**src/rtl/qspi_flash_read_controller.sv**
```systemverilog
// Quad-SPI flash read controller: issues Fast Read Quad Output (0x6B) at a
// byte address, then streams words assembled from 4-bit nibbles. Streaming
// can be stalled between words or aborted at any point.
module qspi_flash_read_controller #(
  parameter int DATA_WIDTH_BYTES = 1,
  parameter int ADDR_BITS        = 24
) (
  input  logic                          clk,
  input  logic                          reset,
  input  logic [3:0]                    spi_data_in,
  output logic [3:0]                    spi_data_out,
  output logic [3:0]                    spi_data_oe,
  output logic                          spi_select,
  output logic                          spi_clk_out,
  input  logic [ADDR_BITS-1:0]          addr_in,
  input  logic                          start_read,
  input  logic                          stall_read,
  input  logic                          stop_read,
  output logic [8*DATA_WIDTH_BYTES-1:0] data_out,
  output logic                          data_ready,
  output logic                          busy
);

  localparam int WORD_BITS  = 8 * DATA_WIDTH_BYTES;
  localparam int SHIFT_BITS = 8 + ADDR_BITS;
  localparam int CNT_W      = 8;

  localparam logic [CNT_W-1:0] CMD_LAST   = CNT_W'(7);
  localparam logic [CNT_W-1:0] ADDR_LAST  = CNT_W'(ADDR_BITS - 1);
  localparam logic [CNT_W-1:0] DUMMY_LAST = CNT_W'(7);
  localparam logic [CNT_W-1:0] NIB_LAST   = CNT_W'(2 * DATA_WIDTH_BYTES - 1);
  localparam logic [7:0]       READ_CMD   = 8'h6B;

  typedef enum logic [2:0] {
    IDLE,
    CMD,
    ADDR,
    DUMMY,
    DATA,
    STALL
  } state_t;

  state_t                  state;
  state_t                  state_next;
  logic                    sck;
  logic                    sck_next;
  logic                    shifting;
  logic                    word_done;
  logic                    load_word;
  logic [CNT_W-1:0]        cnt;
  logic [SHIFT_BITS-1:0]   shreg;
  logic [3:0]              hi_nib;
  logic [WORD_BITS-1:0]    collect;
  logic [WORD_BITS+7:0]    assembled;

  assign spi_clk_out = sck;

  // Next-state decode and pin outputs; SCK toggles only in shifting states,
  // and stop_read overrides every transition out of a busy state.
  always_comb begin
    state_next   = state;
    shifting     = 1'b0;
    word_done    = 1'b0;
    sck_next     = 1'b0;
    load_word    = 1'b0;
    spi_select   = 1'b1;
    busy         = 1'b0;
    spi_data_out = 4'b0000;
    spi_data_oe  = 4'b0000;
    assembled    = {hi_nib, spi_data_in, collect};

    case (state)
      IDLE: begin
        if (start_read) state_next = CMD;
      end
      CMD: begin
        shifting     = 1'b1;
        spi_select   = 1'b0;
        busy         = 1'b1;
        spi_data_oe  = 4'b0001;
        spi_data_out = {3'b000, shreg[SHIFT_BITS-1]};
        if (sck && cnt == CMD_LAST) state_next = ADDR;
      end
      ADDR: begin
        shifting     = 1'b1;
        spi_select   = 1'b0;
        busy         = 1'b1;
        spi_data_oe  = 4'b0001;
        spi_data_out = {3'b000, shreg[SHIFT_BITS-1]};
        if (sck && cnt == ADDR_LAST) state_next = DUMMY;
      end
      DUMMY: begin
        shifting   = 1'b1;
        spi_select = 1'b0;
        busy       = 1'b1;
        if (sck && cnt == DUMMY_LAST) state_next = DATA;
      end
      DATA: begin
        shifting   = 1'b1;
        spi_select = 1'b0;
        busy       = 1'b1;
        word_done  = sck && (cnt == NIB_LAST);
        if (word_done) state_next = stall_read ? STALL : DATA;
      end
      STALL: begin
        spi_select = 1'b0;
        busy       = 1'b1;
        if (!stall_read) state_next = DATA;
      end
      default: state_next = IDLE;
    endcase

    if (state != IDLE && stop_read) state_next = IDLE;

    sck_next  = shifting && !sck && state_next != IDLE && state_next != STALL;
    load_word = word_done && state_next != IDLE;
  end

  // State register plus datapath: bit/nibble counter, command/address
  // shifter, nibble assembly, and the delivered word with its ready flag.
  always_ff @(posedge clk) begin
    if (reset) begin
      state      <= IDLE;
      sck        <= 1'b0;
      cnt        <= '0;
      shreg      <= '0;
      hi_nib     <= 4'h0;
      collect    <= '0;
      data_out   <= '0;
      data_ready <= 1'b0;
    end else begin
      state <= state_next;
      sck   <= sck_next;

      if (state == IDLE) begin
        cnt <= '0;
        if (start_read) shreg <= {READ_CMD, addr_in};
      end else if (shifting && sck) begin
        cnt <= (state_next != state || word_done) ? '0 : cnt + 1'b1;
        if (state == CMD || state == ADDR) shreg <= shreg << 1;
        if (state == DATA) begin
          if (!cnt[0]) hi_nib <= spi_data_in;
          else         collect <= assembled[WORD_BITS+7:8];
        end
      end

      if (load_word) data_out <= assembled[WORD_BITS+7:8];

      if (state_next == IDLE)           data_ready <= 1'b0;
      else if (load_word)               data_ready <= 1'b1;
      else if (state == DATA && !sck)   data_ready <= 1'b0;
    end
  end

endmodule

```
**config.mk**
```make
export PLATFORM = sky130hd
export DESIGN_NAME = qspi_flash_read_controller
export DESIGN_NICKNAME = d
export VERILOG_FILES = /design/src/rtl/qspi_flash_read_controller.sv
export SDC_FILE = /design/constraint.sdc
export NUM_CORES = 1
export LEC_CHECK = 0
export ABC_CLOCK_PERIOD_IN_PS = 3100
export BUFFER_PORTS_ARGS = -buffer_cell sky130_fd_sc_hd__buf_2
export CORE_AREA = 2 2 78 80
export DETAILED_ROUTE_END_ITERATION = 6
export DIE_AREA = 0 0 80 82
export GPL_ROUTABILITY_DRIVEN = 0
export PLACE_DENSITY = 0.73
export SYNTH_ARGS = -nofsm -noshare
export SYNTH_HDL_FRONTEND = slang
export SYNTH_SLANG_ARGS = --single-unit
```
**constraint.sdc**
```tcl
create_clock -name clk -period 3.1 [get_ports clk]
set_clock_uncertainty 0.15 [all_clocks]
set_input_delay 0.62 -clock clk [delete_from_list [all_inputs] [get_ports clk]]
set_output_delay 0.62 -clock clk [all_outputs]
set_load 0.02 [all_outputs]
```
==> metrics.txt, run 1 <==
Max Transition Viols Final 0; Buffers on Ports 46; Die Wd 80 um; die height 82 um; row count 28; Req. time, crit path 2.33 ns; clk sinks 57; Hold Path Cell Cnt 2; r2r endpoint data_out[6]$_SDFFE_PP0P_; leak pwr 0.00148 uW; maximum vdd drop 379 uV; Yosys reg bits 57; Hold Path Sink shreg[26]$_SDFFE_PP0P_; min Tclk post-route 2.49 ns; post-route ant nets 0; final net count 371; Worst slew margin 56.6%; largest net degree at the start of global routing 50; Residual DRC 0; Post-CTS Setup Inserts 0; GR peak layer met2; worst hold start shreg[25]$_SDFFE_PP0P_; f_max 401 MHz; Mapped Cells 298; initial antenna violation count 0; Slew @ Worst Pin 0.650 ns; layout cells sized above 1 25.5%; clock tree buffer depth 2; CTS tree yes; Cell Area, Placed 3050 um2; post-synth top area cell dfxtp_1; Worst Path Class, Setup register to output port; fin crit share 80.3%; maxcap violations 0; htree depth 3; TritonCTS Buffers 9; top-area cell type share of the netlist area 39.8%; RSZ-0062 raised after global routing no; count of different cell masters after synthesis 55; Avg Inst Size Synth 9.61 um2; Clock Tree Root clkbuf_8; grt met2 use 28.2%; outcome finished, final reports clean; first-pass GRT wire length 9340 um; vias per inst 5.27; finished layout cell area 3270 um2; DR pass1 iterations 4; routed length per instance 13.3 um; Primary FF master, synth dfxtp_1; Routed Wire Length 5540 um; asr flop ratio synth 0%; synthesis-to-layout area growth 14.2%; most frequent cells in the layout dfxtp_1 (57), nor2_1 (52), buf_2 (46), mux2i_1 (37), a211oi_1 (24); Synth area leaders dfxtp_1 (40%), mux2i_1 (13%), nor2_1 (6.8%); setup TNS 0 ns; sequential area share after synthesis 39.8%; Pwr Total 1780 uW; io pins 53; Total GRT Usage 18.4%; total grt overflow 0; crit start category register; # diodes 0; commonest non-fill, non-tap cell in the layout dfxtp_1; PD cells 545 nW/um2; reg2reg start cnt[0]$_SDFFE_PP0P_; full die area 6560 um2; Warnings, synthesis 0; Detailed Place HPWL 3850 um; met3 usage 6.04%; Clock Latency Late Sink 0.33 ns; register-to-register setup slack 0.62 ns; Iter 0 DRT Violations 79; Syn Std Cell Area 2860 um2; Fin. Hold Viols 0; # setup viols final 0; Worst Path Arrival 1.72 ns; post-cts hold buffer count 0; worst-path fanout max 16; worst min path class register to register; Via Count 2,192; post_cts resized 0; CP Capture Type output port; reg2reg path depth 7; vias in the first global route 2,015; Core Region 5750 um2; initial core utilization 49.8%; number of synthesized flops with an enable pin 0; clk slew on worst S/H paths 0.07 ns; met1 Use GR 24.2%
-- power by group --
group | internal, uW | total, uW | leakage, uW | switching (uW)
sequential | 773 | 798 | 0.000466 | 25.6
combinational | 94.3 | 218 | 0.000908 | 124
clock | 452 | 765 | 0.000106 | 313
total | 1320 | 1780 | 0.00148 | 462
-- per-stage QoR --
| step | hold WS, ns | worst slack [ns] | cells | util (%) |
|---|---|---|---|---|
| 2_1_floorplan | 0.283 | 0.638 | 303 | - |
| 3_3_place_gp | 0.289 | 0.694 | 400 | 53.1 |
| 3_5_place_dp | 0.297 | 0.631 | 400 | 53.1 |
| 4_1_cts | 0.305 | 0.607 | 416 | 56.9 |
| 5_1_grt | 0.331 | 0.352 | 416 | 56.9 |
| 6_report | 0.309 | 0.609 | 416 | 56.9 |
-- synth_stat cells, drive strengths merged, types with 2 or more instances --
cell,n
clkbuf,9
nand4,2
dfxtp,57
nor4bb,3
xnor2,4
xor2,4
nand2,10
nor3b,2
inv,4
ha,2
nor4b,5
and2,2
nand3,9
and3,2
o21ai,4
nor3,15
mux2i,37
a211oi,24
nor2,52
a21oi,9
a31oi,2
buf,19
-- state kept, by name, summed over array words and instances (netlist names) --
register and flops:
spi_clk_out 1, data_ready 1, hi_nib 4, data_out 8
cnt 8, state 3, shreg 32
-- layer usage --
layer  wire length [um]  vias up  part of all wire [%]
met5                  0        -                     0
met4                 76        0                   1.4
met3                287        9                   5.2
met2               2530       50                    46
met1               2650     1005                    48
li1                   -     1128                     -
-- how the worst max path moves through the flow --
stage                     slack (ns)                        to                start  cells after the start
after CTS                       0.61  data_out[6]$_SDFFE_PP0P_  cnt[0]$_SDFFE_PP0P_                      7
after detailed placement        0.63  data_out[2]$_SDFFE_PP0P_  cnt[0]$_SDFFE_PP0P_                      7
after floorplan                 0.64                spi_select  state[1]$_SDFF_PP0_                      6
final                           0.61           spi_data_out[0]  state[1]$_SDFF_PP0_                      4
after global routing            0.35     shreg[8]$_SDFFE_PP0P_  state[1]$_SDFF_PP0_                      7
after global placement          0.69       cnt[0]$_SDFFE_PP0P_            stop_read                      7
-- worst max-delay path, stage by stage, from the launching register on --
cell and delay [ns]:
dfxtp_1 0.71, xnor2_1 0.14, nor2_1 0.22, and2_1 0.17
buf_2 0.16
-- layout make-up --
cell class | count | area (um2)
well taps | 75 | 93.8
fillers | 545 | 2470
clock inverters | 7 | 93.8
repair buffers | 50 | 273
inverters | 4 | 15.0
flip-flops and latches | 57 | 1140
multi-input cells | 214 | 1530
clock buffers | 9 | 124
-- cell families (layout without fill, tap and decap cells) --
logic type | after synthesis | count (layout) | synth area share (%)
AOI/OAI and AO/OA | 49 | 49 | 13.3
xor gates and xnor gates | 8 | 8 | 2.45
adders and majority gates | 3 | 3 | 1.27
buffers and inverters | 32 | 70 | 7.56
DFF | 57 | 57 | 39.8
muxes | 38 | 38 | 13.5
other | 1 | 6 | 0.131
and+or+nand+nor | 110 | 110 | 22.0
Note: power is estimated with default switching activity, not from simulation.
==> run 2, diff against run 1 <==
ABC_AREA = 1   (was not set)
ABC_CLOCK_PERIOD_IN_PS = 2200   (was 3100)
CORE_AREA = 2 2 77 79   (was 2 2 78 80)
DIE_AREA = 0 0 79 81   (was 0 0 80 82)
clock period = 2.2 ns   (was 3.1 ns; I/O delays follow)
==> run 2 against run 1 <==
  * Sequential cell count did not move
  * Register-to-register slack got worse by 0.44 ns
  * Sequential share of layout area rose by 1.7 points
  * Critical endpoint is now spi_select
==> metrics.txt, run 2 <==
Primary FF master, synth dfxtp_1; DR pass1 iterations 4 (unchanged); Synth Area in Compound Gates 17.3% (+4.0 points); fin crit share 94.8%; Critical path buffers and inverters 5 (+4); first-pass GRT wire length 9630 um (+3.1%); CP top delay family buffers and inverters; clk slew on worst S/H paths 0.06 ns (about the same); CP peak stage delay 0.39 ns (-0.32 ns); Worst Path Class, Setup register to output port; synthesis-to-layout area growth 20.0%; routed length per instance 11.6 um (-13%); Worst Path Arrival 1.50 ns (-0.22 ns); Regs by FF count shreg x32, cnt x8, data_out x8; post_cts resized 3 (+3); asr flop ratio synth 0% (unchanged); Clock Latency Late Sink 0.33 ns (about the same); worst-path fanout max 7 (-9); commonest non-fill, non-tap cell in the layout nand2_1; Fin. Hold Viols 0 (unchanged); top post-synthesis cells by count nand2_1 (94), dfxtp_1 (57), o21ai_0 (32); Setup WS post-layout 0.114 ns (-0.495 ns); layout cells sized above 1 23.1% (-2.5 points); most frequent cell after synthesis nand2_1; Slowest-stage cell, CP dfxtp_4; maxcap violations 0 (unchanged); Pwr Total 2410 uW (+35%); post-cts hold buffer count 0 (unchanged); largest family of logic cells by synthesized area simple AND/OR/NAND/NOR gates; number of synthesized flops with an enable pin 0 (unchanged); Hold WS 0.203 ns (-0.107 ns); Via Count 2,431 (+11%); maximum vdd drop 479 uV (+26%); mux share of post-synthesis cell area 0% (-13 points); Yosys reg bits 57 (unchanged); Clock Tree Root clkbuf_8; f_max 479 MHz; Die Wd 79 um (-1.3%); vias in the first global route 2,191 (+8.7%); initial core utilization 46.3% (-3.6 points); TritonCTS Buffers 9 (unchanged); full die area 6400 um2 (-2.5%); most flop-heavy register shreg; top-area cell type share of the netlist area 43.4% (+3.6 points); RSZ-0062 raised after global routing no; post-route ant nets 0 (unchanged); Mapped Cells 359 (+20%); # diodes 0 (unchanged); Routed Wire Length 5630 um (+1.6%); clock tree buffer depth 2 (unchanged); most used cell, CP inv_1; Detailed Place HPWL 3940 um (+2.2%); final net count 442 (+19%); Buffers on Ports 46 (unchanged); die height 81 um (-1.2%); Iter 0 DRT Violations 122 (+54%); Total GRT Usage 19.1% (+0.69 points); worst min path class input port to register; CP Capture Type output port; Syn Std Cell Area 2630 um2 (-8.3%); largest net degree at the start of global routing 28 (-44%); Adder-Cell Fraction of Synth Area 0.953% (-0.31 points); setup TNS 0 ns (unchanged); CTS tree yes; count of different cell masters after synthesis 32 (-42%); # setup viols final 0 (unchanged); outcome finished, final reports clean; simple-gate share of the synthesized area 27.8% (+5.8 points); Core Region 5680 um2 (-1.2%); post-synth top area cell dfxtp_1; PD cells 765 nW/um2 (+40%); total grt overflow 0 (unchanged); Req. time, crit path 1.61 ns (-0.72 ns); crit path cell chain inv_1 > nand3_2 > nand2_2 > inv_4 > nand3_2 > inv_1 > nand2_1 > inv_1 > buf_2; Synth area leaders dfxtp_1 (43%), nand2_1 (13%), o21ai_0 (6.1%); Setup WS pre-CTS 0.202 ns (-0.429 ns); most frequent cells in the layout nand2_1 (94), dfxtp_1 (54), buf_2 (46), o21ai_0 (32), inv_1 (28); Post-CTS Setup Inserts 0 (unchanged); sequential area share after synthesis 43.4% (+3.6 points); xor/xnor cell area share of the yosys netlist 1.33% (-1.1 points); row count 28 (unchanged); htree depth 3 (unchanged); vias per inst 4.99 (-5.3%); Avg Inst Size Synth 7.32 um2 (-24%); Util after Layout 55.5% (-1.4 points); min Tclk post-route 2.09 ns; initial antenna violation count 0 (unchanged); io pins 53 (unchanged); leak pwr 0.00136 uW (-8.0%); max reg flops 32 (unchanged); Residual DRC 0 (unchanged); crit start category register; clk sinks 57 (unchanged); Warnings, synthesis 0 (unchanged); Max Transition Viols Final 0 (unchanged)
## run 2: cell count changes after synthesis, sizes merged, moves of 5 or more
cell,change
nand2,+92
mux2i,-37
o21ai,+29
inv,+28
a211oi,-23
nor2,-23
a31oi,+21
nand3,+15
nor3,-12
a21oi,+10
buf,-8
nor4b,-5
## run 2: worst paths after layout
path,depth (start not counted),end,slack [ns],from
worst max-delay path,9,spi_select,0.11,state[1]$_SDFF_PP0_
worst min register to register,2,data_out[6]$_SDFFE_PP0P_,0.31,data_out[6]$_SDFFE_PP0P_
worst max register to register,11,data_out[2]$_SDFFE_PP0P_,0.18,cnt[0]$_SDFFE_PP0P_
worst min-delay path,3,hi_nib[1]$_SDFFE_PP0P_,0.20,spi_data_in[1]
## run 2: routing by layer
metal | track usage, % | part of all wire (%)
met5 | 0 | 0
met4 | 10.5 | 1.9
met3 | 4.22 | 6.0
met2 | 31.4 | 47
met1 | 23.4 | 45
## run 2: cell type report
class                      instances  area, um2
inverter                          33        126
clock buffer                      14        173
fill                             562       2520
sequential                        57       1150
tap                               75       93.8
timing repair buffer              53        295
multi-input combinational        253       1280
clock inverter                     2       35.0
## run 2: kinds of logic after synthesis
group,count (synthesis)
other,1
buffers and inverters,54
xor gates and xnor gates,4
adders and majority gates,2
DFF,57
and+or+nand+nor,161
AOI/OAI and AO/OA,80
## run 2: through the flow
stage          std cells  area [um2]
2_1_floorplan        364        2650
3_3_place_gp         471        2920
3_5_place_dp         471        2920
4_1_cts              487        3130
5_1_grt              487        3150
6_report             487        3150
## run 2: tightest hold or removal path, delay by kind of cell
family / cells / cell delay [ns]
buf+inv: 2 / 0.14
compound gates: 1 / 0.05
## run 2: power by group
part | switching (uW) | internal (uW)
Sequential | 31.9 | 1090
Combinational | 175 | 103
Clock | 399 | 615
Total | 606 | 1800
==> run 3, diff against run 2 <==
ABC_AREA = not set   (was 1)
ABC_CLOCK_PERIOD_IN_PS = 2000   (was 2200)
CORE_AREA = 2 2 78 80   (was 2 2 77 79)
DIE_AREA = 0 0 80 82   (was 0 0 79 81)
GPL_ROUTABILITY_DRIVEN = not set   (was 0)
clock period = 2 ns   (was 2.2 ns; I/O delays follow)
==> run 3 against run 2 <==
  * Largest power group unchanged
  * Via count decreased by 0.41%
  * Critical endpoint is now cnt[2]$_SDFFE_PP0P_
  * Non-clock buffer count increased by 43
  * Routed wire length increased by 13%
  * The flow now finishes with violations (setup timing)
==> metrics.txt, run 3 (synthesis gave the netlist of run 1 again) <==
min Tclk post-route 2.13 ns; Total GRT Usage 19.3% (+0.25 points); max reg flops 32 (unchanged); Setup WS pre-CTS -0.183 ns (-0.385 ns); clk slew on worst S/H paths 0.07 ns (about the same); CP top delay family simple AND/OR/NAND/NOR gates; Critical path buffers and inverters 0 (-5); Clock Latency Late Sink 0.33 ns (about the same); post-route ant nets 0 (unchanged); maximum vdd drop 413 uV (-14%); Residual DRC 0 (unchanged); crit start category register; vias per inst 5.24 (+5.0%); PD cells 699 nW/um2 (-8.6%); WL met3 285 um (-16%); CP Capture Type register; Hold Path Cell Cnt 3 (unchanged); Max Transition Viols Final 0 (unchanged); Finished Layout Cells 462 (-5.1%); layout cells sized above 1 39.3% (+16 points); DR top layer met4; clock tree buffer depth 2 (unchanged); Hold WS 0.162 ns (-0.0406 ns); full die area 6560 um2 (+2.5%); largest net degree at the start of global routing 47 (+68%); first-pass GRT wire length 9950 um (+3.4%); Worst Path Arrival 2.26 ns (+0.76 ns); htree depth 3 (unchanged); fill count 495 (-12%); leak pwr 0.00172 uW (+26%); vias in the first global route 2,164 (-1.2%); cell depth of the worst setup path 7 (-2); fin crit share 106%; CTS tree yes; worst-path fanout max 5 (-2); total grt overflow 0 (unchanged); Multi-input gate area 1620 um2 (+27%); initial core utilization 49.8% (+3.6 points); Buffers on Ports 46 (unchanged); Die Wd 80 um (+1.3%); maxcap violations 0 (unchanged); synthesis-to-layout area growth 30.1%; # diodes 0 (unchanged); CP peak stage delay 0.36 ns (-0.03 ns); io pins 53 (unchanged); Setup WS post-layout -0.129 ns (-0.243 ns); DR pass1 iterations 4 (unchanged); Clock Tree Root clkbuf_8; # setup viols final 17 (+17); M1 WL 2970 um (+16%); row count 28 (unchanged); f_max 470 MHz; Placed Cells 436 (-7.4%); die height 82 um (+1.2%); Regs by FF count shreg x32, cnt x8, data_out x8; Via Count 2,421 (-0.41%); reg2reg path depth 7 (-4); Req. time, crit path 2.13 ns (+0.52 ns); Routed Wire Length 6360 um (+13%); violated checks setup timing; Iter 0 DRT Violations 65 (-47%); Sequential cell area 1160 um2 (+0.54%); routability congestion estimate 0.848; outcome finished, violations left; Fin. Hold Viols 0 (unchanged); met2 routed WL 3050 um (+16%); Detailed Place HPWL 4200 um (+6.6%); final net count 417 (-5.7%); TritonCTS Buffers 9 (unchanged); routed length per instance 13.8 um (+19%); RSZ-0062 raised after global routing yes; Worst Path Class, Setup register to register; Core Region 5750 um2 (+1.2%); Slowest-stage cell, CP dfxtp_2; crit path cell chain ha_2 > nor4bb_4 > a211o_2 > o211ai_4 > mux2_4 > nor4b_2 > a221o_1; clk sinks 57 (unchanged); most flop-heavy register shreg; initial antenna violation count 0 (unchanged); most frequent cells in the layout nor2_1 (51), dfxtp_1 (51), buf_2 (44), buf_4 (42), mux2i_1 (36); worst min path class input port to register
run 3: routing by layer:
metal	GRT usage [%]	up-vias
met5	0	-
met4	6.61	0
met3	4.95	5
met2	31.0	60
met1	25.4	1136
li1	-	1220
run 3: tightest hold or removal path, stage by stage:
cell and delay, ns:
buf_2 0.08, mux2i_1 0.05, nor2_1 0.07
run 3: final timing paths:
| path | from | to | slack [ns] |
|---|---|---|---|
| worst min-delay path | spi_data_in[1] | hi_nib[1]$_SDFFE_PP0P_ | 0.16 |
| worst max register to register | cnt[0]$_SDFFE_PP0P_ | cnt[2]$_SDFFE_PP0P_ | -0.13 |
| worst min register to register | shreg[30]$_SDFFE_PP0P_ | shreg[31]$_SDFFE_PP0P_ | 0.31 |
| worst max-delay path | cnt[0]$_SDFFE_PP0P_ | cnt[2]$_SDFFE_PP0P_ | -0.13 |
run 3: stage by stage:
step / utilization (%) / area [um2] / TNS [ns] / power [uW]
CTS: 62.2 / 3570 / -0.738 / 2590
global placement: 58.1 / 3340 / -0.986 / 1630
floorplan: - / 2910 / -0.796 / 1530
finish: 64.9 / 3730 / -1.32 / 2600
detailed placement: 58.1 / 3340 / -1.55 / 1640
global route: 64.9 / 3730 / -3.21 / 2730
run 3: what timing repair did:
action                                  CTS  global route
resized for setup                        15            19
cloned                                    0             1
setup buffers                             4             6
endpoints found under the setup margin   20            24
pin swaps                                 4             7
hold buffers                              0             0
run 3: area by class of cell:
cell class                      count  area share (%)
Inverter                            4           0.403
Timing Repair Buffer               96            18.0
Clock buffer                        9            3.32
Clock inverter                      7            1.28
Multi-Input combinational cell    214            43.4
Tap cell                           75            2.52
Sequential cell                    57            31.1
run 3: report_power, final:
group | total (uW) | internal [uW] | switching, uW
Sequential | 1230 | 1190 | 34.4
Combinational | 438 | 210 | 228
Clock | 939 | 445 | 493
Total | 2600 | 1850 | 755
